[config.mk]
export PLATFORM = sky130hd
export DESIGN_NAME = demux1x2_reg
export DESIGN_NICKNAME = d
export VERILOG_FILES = /design/src/rtl/demux1x2_reg.sv
export SDC_FILE = /design/constraint.sdc
export NUM_CORES = 1
export LEC_CHECK = 0
export BUFFER_PORTS_ARGS = -buffer_cell sky130_fd_sc_hd__buf_2
export CAP_MARGIN = 10
export CORE_AREA = 2 2 39 41
export CTS_CLUSTER_DIAMETER = 60
export DETAILED_ROUTE_END_ITERATION = 8
export DIE_AREA = 0 0 41 43
export SLEW_MARGIN = 20
export SYNTH_ARGS = -nofsm -noshare
export SYNTH_HDL_FRONTEND = slang
export SYNTH_SLANG_ARGS = --single-unit
[constraint.sdc]
create_clock -name clk -period 1.35 [get_ports clk]
set_input_delay 0.135 -clock clk [delete_from_list [all_inputs] [get_ports clk]]
set_output_delay 0.135 -clock clk [all_outputs]
set_load 0.03 [all_outputs]
[src/rtl/demux1x2_reg.sv]
// Registered 1-to-2 demultiplexer with a one-entry valid/ready holding register per channel.
// Optional per-channel transfer counters are enabled with `define DEMUX1X2_CNT_EN.
//
// state | meaning
// EMPTY | channel holding register has no data (x_valid=0)
// FULL  | channel holding register presents data (x_valid=1)
module demux1x2_reg #(
    parameter int WIDTH = 4
) (
    input  logic             clk,
    input  logic             reset,
    input  logic [WIDTH-1:0] in_data,
    input  logic             in_sel,
    input  logic             in_valid,
    output logic             in_ready,
    output logic [WIDTH-1:0] a_data,
    output logic             a_valid,
    input  logic             a_ready,
    output logic [WIDTH-1:0] b_data,
    output logic             b_valid,
    input  logic             b_ready
`ifdef DEMUX1X2_CNT_EN
    ,
    output logic [7:0]       a_count,
    output logic [7:0]       b_count
`endif
);

    typedef enum logic {
        EMPTY = 1'b0,
        FULL  = 1'b1
    } chan_state_t;

    chan_state_t a_state, a_state_next;
    chan_state_t b_state, b_state_next;
    logic        accept;
    logic        load_a;
    logic        load_b;

    assign a_valid = (a_state == FULL);
    assign b_valid = (b_state == FULL);

    // Readiness looks only at the addressed channel, so a stalled channel never blocks the other.
    assign in_ready = in_sel ? (~b_valid | b_ready) : (~a_valid | a_ready);
    assign accept   = in_valid & in_ready;
    assign load_a   = accept & ~in_sel;
    assign load_b   = accept & in_sel;

    always_ff @(posedge clk or posedge reset) begin
        if (reset) begin
            a_state <= EMPTY;
            b_state <= EMPTY;
        end else begin
            a_state <= a_state_next;
            b_state <= b_state_next;
        end
    end

    always_comb begin
        a_state_next = a_state;
        case (a_state)
            EMPTY:   if (load_a) a_state_next = FULL;
            FULL:    if (a_ready && !load_a) a_state_next = EMPTY;
            default: a_state_next = EMPTY;
        endcase
    end

    always_comb begin
        b_state_next = b_state;
        case (b_state)
            EMPTY:   if (load_b) b_state_next = FULL;
            FULL:    if (b_ready && !load_b) b_state_next = EMPTY;
            default: b_state_next = EMPTY;
        endcase
    end

    always_ff @(posedge clk or posedge reset) begin
        if (reset) begin
            a_data <= '0;
            b_data <= '0;
        end else begin
            if (load_a) a_data <= in_data;
            if (load_b) b_data <= in_data;
        end
    end

`ifdef DEMUX1X2_CNT_EN
    always_ff @(posedge clk or posedge reset) begin
        if (reset) begin
            a_count <= '0;
            b_count <= '0;
        end else begin
            if (load_a && (a_count != 8'hFF)) a_count <= a_count + 8'd1;
            if (load_b && (b_count != 8'hFF)) b_count <= b_count + 8'd1;
        end
    end
`endif

endmodule

Yosys cells after proc, flatten, opt, wreduce, memory -nomap -nowiden:

Cells that the tools add are included.

* muxes and demuxes: 7
* bitwise logic cells: 8
* reductions and logical operators: 4

Operator list (number)
* 2-to-1 mux 1 bit: 5
* case mux 1 bit (2 select lines): 2
* bitwise AND 1 bit: 3
* NOT 1 bit: 3
* logical AND 1 bit: 2
* logical NOT 1 bit: 2
* OR 1 bit: 2

* bits in registers: 10
* input bits: 10
* output and inout bits: 11
* logic and storage cells: 23

Longest topological paths before layout:

Gate-level depths: netlist of the first run.

* depth after elaboration: 9
* depth in mapped cells: 3

Least setup slack after synthesis of the first run:

Ideal clock, no wire load.

* path kind: register to output
* start: reg b_state, in the netlist b_valid
* end: out in_ready
* data arrival time: 1164 ps
* required time: 1215 ps
* path slack: 51 ps
* cell stages (with the launch flop): 3
* buffers on the path: 0
* cell sequence: dfrtp_1 -> nor2b_4 -> a21oi_1

* word-level cells in the longest chain between the ends: 3

RTL lines
* start: declaration: line 35 `chan_state_t b_state, b_state_next;`
* start signal: assignment: line 55 `b_state <= b_state_next;`
* NOT 1 bit
* OR 1 bit: line 44 `assign in_ready = in_sel ? (~b_valid | b_ready) : (~a_valid | a_ready);`
* 2-to-1 mux 1 bit: line 44
* end: declaration: line 15 `output logic in_ready,`

No other way between the ends.

Final worst setup path of the first run:

* start: reg a_state, in the netlist a_valid
* end: out in_ready

* word-level cells in the longest chain between the ends: 3

RTL lines
* start: declaration: line 34 `chan_state_t a_state, a_state_next;`
* start signal: assignment: line 54 `a_state <= a_state_next;`
* NOT 1 bit
* OR 1 bit: line 44
* 2-to-1 mux 1 bit: line 44

No other way between the ends.

==> results of run 1 <==
-- power by group --
part / internal [mW] / leakage [nW] / total [mW] / switching (mW)
registers: 0.348 / 0.118 / 0.370 / 0.0217
clock network: 0.164 / 0.0210 / 0.274 / 0.111
logic: 0.0939 / 0.162 / 0.255 / 0.161
-- sequential cells by signal, indices dropped and copies added, names as in the netlist --
name / flops
a_data: 4
b_data: 4
a_valid: 1
b_valid: 1
-- stage by stage --
step           hold WS, ps  worst slack, ps  total power [mW]  cell area (um^2)   util
6_report               108             89.3             0.899               593  0.429
2_1_floorplan        -24.8             51.3             0.552               427      -
3_3_place_gp           128              250             0.630               547  0.395
5_1_grt                101             9.48             0.951               593  0.429
4_1_cts               97.9             55.4             0.916               593  0.429
3_5_place_dp           128              233             0.634               547  0.395
-- placed cells by master, fill, tap and decap left out --
| cell | Yosys | routed |
|---|---|---|
| o21ai_0 | 1 | 1 |
| nand2_1 | 1 | 1 |
| nor2_4 | 1 | 1 |
| dlygate4sd3_1 | 0 | 1 |
| dfrtp_1 | 10 | 10 |
| nand3b_4 | 1 | 1 |
| nor2_1 | 1 | 1 |
| nor2b_4 | 1 | 1 |
| nand2b_2 | 1 | 1 |
| clkbuf_4 | 0 | 3 |
| a21oi_1 | 1 | 1 |
| or2b_1 | 1 | 1 |
| buf_2 | 0 | 20 |
| mux2_2 | 8 | 8 |
| clkbuf_8 | 0 | 1 |
| inv_1 | 2 | 2 |
-- worst register-to-register path, cell delays in order, from the launching register on --
cell,delay (ps)
dfrtp_1,380
nor2b_4,140
nor2_4,140
mux2_2,350
-- per-layer routing --
layer / part of all wire / vias to the layer above
li1: - / 149
met1: 0.41 / 150
met2: 0.51 / 10
met3: 0.069 / 2
met4: 0.0077 / 0
met5: 0 / -
-- path summary, 6_finish.rpt --
path,to,slack (ps),cells past startpoint
worst max register to register,b_data[1],240,3
worst max-delay path,in_ready,90,4
max in group asynchronous,a_data[0],720,3
min in group asynchronous,b_valid,370,3
worst min-delay path,b_data[2],110,2
worst min register to register,a_data[2],500,1
-- cell type report --
class | count | area share
Inverter | 2 | 0.0127
Multi-Input combinational cell | 17 | 0.285
Tap cell | 16 | 0.0338
Timing Repair Buffer | 21 | 0.186
Sequential cell | 10 | 0.422
Clock buffer | 4 | 0.0612
-- what timing repair did --
item | CTS | global route
hold buffers | 1 | 0
buffers inserted | 0 | 0
endpoints found under the hold margin | 10 | 0
-- kinds of logic (layout without fill, tap and decap cells) --
group | after synthesis | count (layout) | synth area share
mux | 8 | 8 | 0.211
compound gates | 2 | 2 | 0.0234
simple gates | 7 | 7 | 0.161
flops | 10 | 10 | 0.587
buf+inv | 2 | 27 | 0.0176
==> summary.txt, run 1 <==
Run
  • MaxCap Viol Count: 0

Route
  • Pre-Repair DR Iteration Count: 2
  • Avg Vias per Cell: about 4.4
  • Via count: 311
  • Detailed Route Iter0 Violations: 1
  • Post-detailed-routing wire length: 783 um
  • # DRC: 0
  • Wire per inst: roughly 11 um
  • Antenna-violating nets left: 0

Finish
  • Antenna diodes: 0
  • Layout cell share with drive strength beyond 1: 0.667
  • Footprint of the multi-input gates: 169 um^2
  • Syn-to-layout area delta: 39.0%
  • Non-Filler Instances: 70
  • FF/Latch Area: between 200 and 300 um^2
  • Final nets: 65
  • Fillcell total: 138

Clock tree
  • Buffer depth of the longest clock path: 2
  • Root Driver: clkbuf_4
  • Clock tree from TritonCTS: done
  • H-Tree Depth: 1
  • Worst-path clk slew: about 70 ps
  • TritonCTS Sinks: 10
  • Worst skew pair latency: 270 ps
  • Inserted Clock Buffers: 3
  • PostCTS Resize Cnt: 0

Synth
  • Post-synth top cells: 10 x dfrtp_1, 8 x mux2_2, 2 x inv_1
  • Post-synth cell types: 12
  • Net Count, Synth: 39
  • Avg Inst Size Synth: around 15 um^2
  • Area share of the leading cell type in the synthesized netlist: 0.587
  • Part of the Yosys area used for sequential elements: 0.587
  • Async set-or-reset flop fraction in the synthesized netlist: 1.00
  • Synthesized cell area: 427 um^2
  • Top cells by area, synth: dfrtp_1 59%, mux2_2 21%, nand3b_4 4.7%, nor2b_4 3.2%, nor2_4 2.6%
  • Post-synth EDFFs: 0
  • Yosys warnings: 0
  • Ys flop type: dfrtp_1
  • Synth Instances: 29
  • Post-synth top area cell: dfrtp_1
  • Leading cell type by number of instances after synthesis: dfrtp_1
  • Yosys reg bits: 10

Floorplan
  • DIE AREA: 0.00176 mm^2
  • Core area: 0.00138 mm^2
  • Site Rows: 14
  • Initial Util: 0.308
  • Die width: 41 um
  • I/O pin cnt: 21
  • Die Y: about 43 um

Timing
  • Final Hold Fails: 0
  • Least-Margin Pin Slew: 366 ps
  • Highest Clock Rate: ~800 MHz
  • Relative slew slack: 0.756
  • Period minus WS final: 1260 ps
  • RSZ-0062 raised after global routing: false
  • Crit share post-route: 0.934
  • Max-slew violation count: 0
  • Clock skew: 0.537 ps
  • Final setup vio count: 0
  • Post-route setup TNS: 0 ps

GRT
  • GR Layer Usage met3: 0.0366
  • Met2 Use GR: 0.172
  • Largest net degree at the start of global routing: 11
  • First-pass GRT wire length: around 1200 um
  • GR Util All Layers: 0.111
  • GRT Max-Usage Layer: met2
  • GR Layer Usage met1: 0.106
  • Gr ovfl total: 0
  • Initial antenna violation count: 0
  • Vias in the first global route: 323

Placement
  • Final GP Congestion: 0.680
  • Cells after DPL: between 60 and 70
  • Hpwl dp: ~610 um
  • Number of buffers added on ports: 20

Setup path
  • Critical Path RT: 1220 ps
  • Critical path's top delay family: flip-flops
  • CP bufs+invs: 1
  • Critical-path top delay cell: dfrtp_1
  • Launch point of the critical path: a_valid
  • Cell Chain, Critical Path: nand2b_2 -> nor2_1 -> a21oi_1 -> buf_2
  • Critical path endpoint category: output pin
  • WP data arrival: approximately 1100 ps
  • Critical Path Max Stage Delay: approximately 380 ps
  • Reg2reg start: b_valid
  • Setup CP Type: flop to output pin
  • Critical Path Start Type: flop
  • CP Max Fanout: 3

Worst hold path
  • Hold crit path type: input port to flop
  • Worst hold start: in_data[2]

Status
  • Status: completed

Power
  • LEAKAGE: 0.302 nW
  • Pwr dens: between 1500 and 2000 mW/mm^2
  • Peak supply drop: 610 uV
Power figures use the tool's default switching activity.
==> inputs of run 2 (changes only) <==
--- a/config.mk
+++ b/config.mk
@@ -11,6 +11,7 @@
 export CTS_CLUSTER_DIAMETER = 60
 export DETAILED_ROUTE_END_ITERATION = 8
 export DIE_AREA = 0 0 41 43
+export MAX_ROUTING_LAYER = met4
 export SLEW_MARGIN = 20
 export SYNTH_ARGS = -nofsm -noshare
 export SYNTH_HDL_FRONTEND = slang
==> summary.txt, run 2 (synthesis results as in run 1) <==
Power
  • Tot Pwr: 899 uW (about the same)
  • LEAKAGE: 0.302 nW (unchanged)
  • Pwr dens: 1520 mW/mm^2 (about the same)
  • Peak supply drop: 610 uV (unchanged)

Route
  • Pre-Repair DR Iteration Count: 2 (unchanged)
  • Met2 WL: 399 um (unchanged)
  • Top routing layer used: met4
  • Met3 WL: 46 um (-15%)
  • # DRC: 0 (unchanged)
  • Post-detailed-routing wire length: 783 um (unchanged)
  • Via count: 311 (unchanged)
  • Antenna-violating nets left: 0 (unchanged)
  • Wire per inst: 11.2 um (unchanged)
  • Avg Vias per Cell: 4.44 (unchanged)
  • M1 wire length: 331 um (+2.5%)
  • Detailed Route Iter0 Violations: 1 (unchanged)

Floorplan
  • Initial Util: 0.308 (unchanged)
  • Site Rows: 14 (unchanged)
  • I/O pin cnt: 21 (unchanged)
  • Die width: 41 um (unchanged)
  • Core area: 0.00138 mm^2 (unchanged)
  • Die Y: 43 um (unchanged)
  • DIE AREA: 0.00176 mm^2 (unchanged)

Setup path
  • Setup CP Type: flop to output pin
  • CP Max Fanout: 3 (unchanged)
  • Critical Path Start Type: flop
  • WP data arrival: 1130 ps (about the same)
  • Critical path endpoint category: output pin
  • Critical path's top delay family: flip-flops
  • Critical Path Max Stage Delay: 380 ps (about the same)
  • Critical-path top delay cell: dfrtp_1
  • Cell Chain, Critical Path: nand2b_2 -> nor2_1 -> a21oi_1 -> buf_2
  • CP bufs+invs: 1 (unchanged)
  • Critical Path RT: 1220 ps (about the same)

Clock tree
  • Worst-path clk slew: 70 ps (about the same)
  • Post-CTS setup buffer count: 0 (unchanged)
  • TritonCTS Sinks: 10 (unchanged)
  • Inserted Clock Buffers: 3 (unchanged)
  • Worst skew pair latency: 270 ps (about the same)
  • Buffer depth of the longest clock path: 2 (unchanged)
  • H-Tree Depth: 1 (unchanged)
  • PostCTS Resize Cnt: 0 (unchanged)
  • Clock tree from TritonCTS: done
  • Root Driver: clkbuf_4

Timing
  • Post-route setup TNS: 0 ps (unchanged)
  • Crit share post-route: 0.934 (about the same)
  • Final setup vio count: 0 (unchanged)
  • Clock skew: 0.524 ps (-0.0130 ps)
  • Least-Margin Pin Slew: 366 ps (+0.0106 ps)
  • Max-slew violation count: 0 (unchanged)
  • Highest Clock Rate: 793 MHz (about the same)
  • Final Hold Fails: 0 (unchanged)
  • Relative slew slack: 0.756 (about the same)
  • Slack of the critical path: 89.3 ps (+0.0194 ps)
  • Period minus WS final: 1260 ps (-0.0194 ps)
  • RSZ-0062 raised after global routing: false

Finish
  • Most frequent cells in the layout: 20 x buf_2, 10 x dfrtp_1, 8 x mux2_2
  • Antenna diodes: 0 (unchanged)
  • Most common cell after layout, fill and taps aside: buf_2
  • Largest regs: a_data: 4 flops, b_data: 4 flops
  • Layout cell share with drive strength beyond 1: 0.667 (unchanged)
  • Non-Filler Instances: 70 (unchanged)
  • Final nets: 65 (unchanged)
  • Syn-to-layout area delta: 39.0% (unchanged)
  • Fin area: 593 um^2 (unchanged)

GRT
  • Gr ovfl total: 0 (unchanged)
  • Vias in the first global route: 323 (unchanged)
  • GR Util All Layers: 0.113 (+0.00276)
  • Initial antenna violation count: 0 (unchanged)
  • Largest net degree at the start of global routing: 11 (unchanged)
  • First-pass GRT wire length: 1220 um (unchanged)

Placement
  • Placed Area: 547 um^2 (unchanged)
  • Place WS: 233 ps (unchanged)
  • Cells after DPL: 65 (unchanged)
  • Number of buffers added on ports: 20 (unchanged)
  • Hpwl dp: 609 um (unchanged)
  • Final GP Congestion: 0.687 (+1.0%)

Worst hold path
  • Hold crit path type: input port to flop

Run
  • MaxCap Viol Count: 0 (unchanged)

Status
  • Status: completed
-- run 2: cell counts in the layout (fill, tap and decap cells not counted) --
Identical to the previous run, type by type.
-- run 2: what timing repair did --
action | CTS | global route
hold endpoints to repair | 10 | 0
hold buffers | 1 | 0
endpoints found under the setup margin | 0 | 0
-- run 2: per-stage QoR --
stage / hold slack, ps / utilization
floorplan: -24.8 / -
global placement: 128 / 0.395
detailed placement: 128 / 0.395
CTS: 97.9 / 0.429
global route: 101 / 0.429
finish: 108 / 0.429
-- run 2: report_power, final --
part | switching (mW) | internal (mW) | leakage [nW]
Combinational | 0.161 | 0.0939 | 0.162
Clock | 0.111 | 0.164 | 0.0210
Sequential | 0.0217 | 0.348 | 0.118
-- run 2: worst paths after layout --
kind / from / endpoint / slack, ps / cells past startpoint
min reg2reg: a_data[2] / a_data[2] / 500 / 1
max: a_valid / in_ready / 90 / 4
min in group asynchronous: reset / b_valid / 370 / 3
max in group asynchronous: reset / a_data[0] / 720 / 3
min: in_data[2] / b_data[2] / 110 / 2
max reg2reg: b_valid / b_data[1] / 240 / 3
-- run 2: metal layers --
metal | track usage | up-vias
met5 | - | -
met4 | 0.100 | 0
met3 | 0.0314 | 2
met2 | 0.172 | 10
met1 | 0.110 | 150
li1 | - | 149
-- run 2: worst reg2reg max path, cell delays in order (launching register included) --
cell,delay [ps]
dfrtp_1,380
nor2b_4,140
nor2_4,140
mux2_2,350
-- run 2: final cells by class --
class | count | area, um^2
fill | 138 | 791
timing repair buffer | 21 | 110
inverter | 2 | 7.51
sequential | 10 | 250
tap | 16 | 20.0
clock buffer | 4 | 36.3
multi-input combinational | 17 | 169
==> inputs of run 3 (changes only) <==
--- a/config.mk
+++ b/config.mk
@@ -7,11 +7,13 @@
 export LEC_CHECK = 0
 export BUFFER_PORTS_ARGS = -buffer_cell sky130_fd_sc_hd__buf_2
 export CAP_MARGIN = 10
-export CORE_AREA = 2 2 39 41
+export CORE_MARGIN = 2
+export CORE_UTILIZATION = 32
 export CTS_CLUSTER_DIAMETER = 60
 export DETAILED_ROUTE_END_ITERATION = 8
-export DIE_AREA = 0 0 41 43
 export MAX_ROUTING_LAYER = met4
+export SETUP_SLACK_MARGIN = 0.1
+export SKIP_LAST_GASP = 1
 export SLEW_MARGIN = 20
 export SYNTH_ARGS = -nofsm -noshare
 export SYNTH_HDL_FRONTEND = slang
==> summary.txt, run 3 (synthesis results as in run 1) <==
Finish
  • Antenna diodes: 0 (unchanged)
  • Fillcell total: 113 (-18%)
  • Most frequent cells in the layout: 19 x buf_2, 10 x dfrtp_1, 8 x mux2_2
  • Largest regs: a_data: 4 flops, b_data: 4 flops
  • Final nets: 66 (+1.5%)
  • Fin area: 617 um^2 (+4.0%)
  • Non-Filler Instances: 70 (unchanged)
  • Syn-to-layout area delta: 44.6%
  • Most common cell after layout, fill and taps aside: buf_2
  • Layout cell share with drive strength beyond 1: 0.709 (+0.0424)

Setup path
  • Critical-path top delay cell: dfrtp_1
  • R2R depth: 4 (+1)
  • Critical Path Start Type: flop
  • Setup CP Type: flop to output pin
  • Critical Path Max Stage Delay: 410 ps (+30 ps)
  • Register-to-Register Setup Slack: 200 ps (-40 ps)
  • Reg2reg end: a_data[3]
  • WP data arrival: 1050 ps (-80 ps)
  • Reg2reg start: a_valid
  • CP Max Fanout: 2 (-1)
  • Critical Path RT: 1220 ps (about the same)
  • Cell Chain, Critical Path: nand2b_4 -> nor2_2 -> a21oi_2 -> buf_6
  • Critical path endpoint category: output pin
  • Launch point of the critical path: a_valid

Worst hold path
  • WHS Path Cells: 2 (unchanged)
  • Worst hold start: in_data[0]
  • Min-Delay Endpoint: a_data[0]
  • Hold crit path type: input port to flop

Clock tree
  • Worst skew pair latency: 260 ps (about the same)
  • Buffer depth of the longest clock path: 2 (unchanged)
  • Clock tree from TritonCTS: done
  • Inserted Clock Buffers: 3 (unchanged)
  • H-Tree Depth: 1 (unchanged)
  • Worst-path clk slew: 70 ps (about the same)
  • Root Driver: clkbuf_4
  • TritonCTS Sinks: 10 (unchanged)

Power
  • Share of power burned in the clock network: 0.293 (-0.012)
  • Combinational fraction of design power: 0.295 (+0.012)
  • LEAKAGE: 0.315 nW (+4.4%)
  • P_sw: 291 uW (-0.87%)
  • Register share of total power: 0.412 (about the same)
  • Pwr dens: 1470 mW/mm^2 (-3.3%)
  • Peak supply drop: 730 uV (+20%)
  • Cell Int Power: 613 uW (+1.2%)
  • Switching Fraction: 0.321 (-0.00452)

Floorplan
  • DIE AREA: 0.00164 mm^2 (-6.9%)
  • I/O pin cnt: 21 (unchanged)
  • Core area: 0.00127 mm^2 (-8.3%)
  • Die width: 40.5 um (-1.2%)
  • Initial Util: 0.336 (+0.0280)
  • Site Rows: 13 (-1)
  • Die Y: 40.5 um (-5.8%)

Timing
  • Final Hold Fails: 0 (unchanged)
  • Post-route setup TNS: 0 ps (unchanged)
  • Relative slew slack: 0.752 (-0.00311)
  • Crit share post-route: 0.880 (-0.0534)
  • Max-slew violation count: 0 (unchanged)
  • Final setup vio count: 0 (unchanged)
  • Period minus WS final: 1190 ps (-72.0 ps)
  • Least-Margin Pin Slew: 371 ps (+4.66 ps)
  • Clock skew: 2.84 ps (+2.32 ps)
  • RSZ-0062 raised after global routing: true
  • Highest Clock Rate: 841 MHz (+6.1%)

GRT
  • GR Util All Layers: 0.133 (+0.0196)
  • Initial antenna violation count: 0 (unchanged)
  • Met2 Use GR: 0.238 (+0.0662)
  • GRT Max-Usage Layer: met2
  • GR Layer Usage met1: 0.117 (+0.00720)
  • Largest net degree at the start of global routing: 11 (unchanged)
  • First-pass GRT wire length: 1260 um (+3.4%)
  • Vias in the first global route: 313 (-3.1%)
  • Gr ovfl total: 0 (unchanged)
  • GR Layer Usage met3: 0.0833 (+0.0519)

Route
  • Pre-Repair DR Iteration Count: 2 (unchanged)
  • Detailed Route Iter0 Violations: 1 (unchanged)
  • Antenna-violating nets left: 0 (unchanged)
  • # DRC: 0 (unchanged)
  • Avg Vias per Cell: 4.50 (+1.3%)
  • Via count: 315 (+1.3%)
  • Wire per inst: 11.9 um (+6.5%)
  • Post-detailed-routing wire length: 834 um (+6.5%)

Status
  • Status: completed

Placement
  • Placed Area: 549 um^2 (+0.46%)
  • Hpwl dp: 637 um (+4.5%)
  • Cells after DPL: 64 (-1.5%)
  • Number of buffers added on ports: 20 (unchanged)
  • Final GP Congestion: 0.642 (-6.5%)

Run
  • MaxCap Viol Count: 0 (unchanged)
## run 3: cell count changes in the layout (fill, tap and decap cells not counted)
cell,previous run,this run
a21oi_1,1,0
a21oi_2,0,1
buf_2,20,19
buf_4,0,1
buf_6,0,1
nand2b_2,1,0
nand2b_4,0,1
nor2_1,1,0
nor2_2,0,1
## run 3: power by group through the flow
stage	registers [mW]	clock network, mW	logic [mW]
2_1_floorplan	0.477	0	0.0758
3_3_place_gp	0.376	0	0.256
3_5_place_dp	0.377	0	0.259
4_1_cts	0.372	0.277	0.263
5_1_grt	0.380	0.293	0.283
6_report	0.372	0.265	0.267
## run 3: worst max path at each step
stage	depth (start not counted)	slack [ps]	end
floorplan	3	110	b_data[0]
global placement	3	240	b_data[1]
detailed placement	3	220	b_data[2]
CTS	4	110	in_ready
global route	4	90	in_ready
finish	4	160	in_ready
## run 3: final cells by class
type / count / area [um^2] / share of cell area
flip-flops and latches: 10 / 250 / 0.406
multi-input cells: 17 / 180 / 0.292
repair buffers: 22 / 124 / 0.201
clock buffers: 4 / 36.3 / 0.0588
well taps: 15 / 18.8 / 0.0304
inverters: 2 / 7.51 / 0.0122
## run 3: critical path, delay by kind of cell, from the launching register on
kind / cells / cell delay (ps)
AO/OA/AOI/OAI: 1 / 120
buffers and inverters: 1 / 140
flip-flops: 1 / 410
AND/OR/NAND/NOR: 2 / 120
## run 3: what timing repair did
action,4_1_cts,5_1_grt
gates resized for setup,1,3
setup endpoints to repair,1,1
hold endpoints to repair,10,0
buffers inserted,0,1
pin swaps,0,1
hold buffers,1,0
## run 3: layer usage
layer | up-vias | part of all wire
met3 | 0 | 0.12
met2 | 19 | 0.50
met1 | 148 | 0.38
li1 | 148 | -
met4 | 0 | 0
met5 | - | 0
## run 3: stage by stage
step | power (mW) | worst slack [ps] | hold slack, ps | utilization
2_1_floorplan | 0.553 | 109 | -24.8 | -
3_3_place_gp | 0.632 | 244 | 128 | 0.433
3_5_place_dp | 0.636 | 218 | 131 | 0.433
4_1_cts | 0.913 | 108 | 108 | 0.471
5_1_grt | 0.956 | 88.2 | 107 | 0.486
6_report | 0.904 | 161 | 114 | 0.486
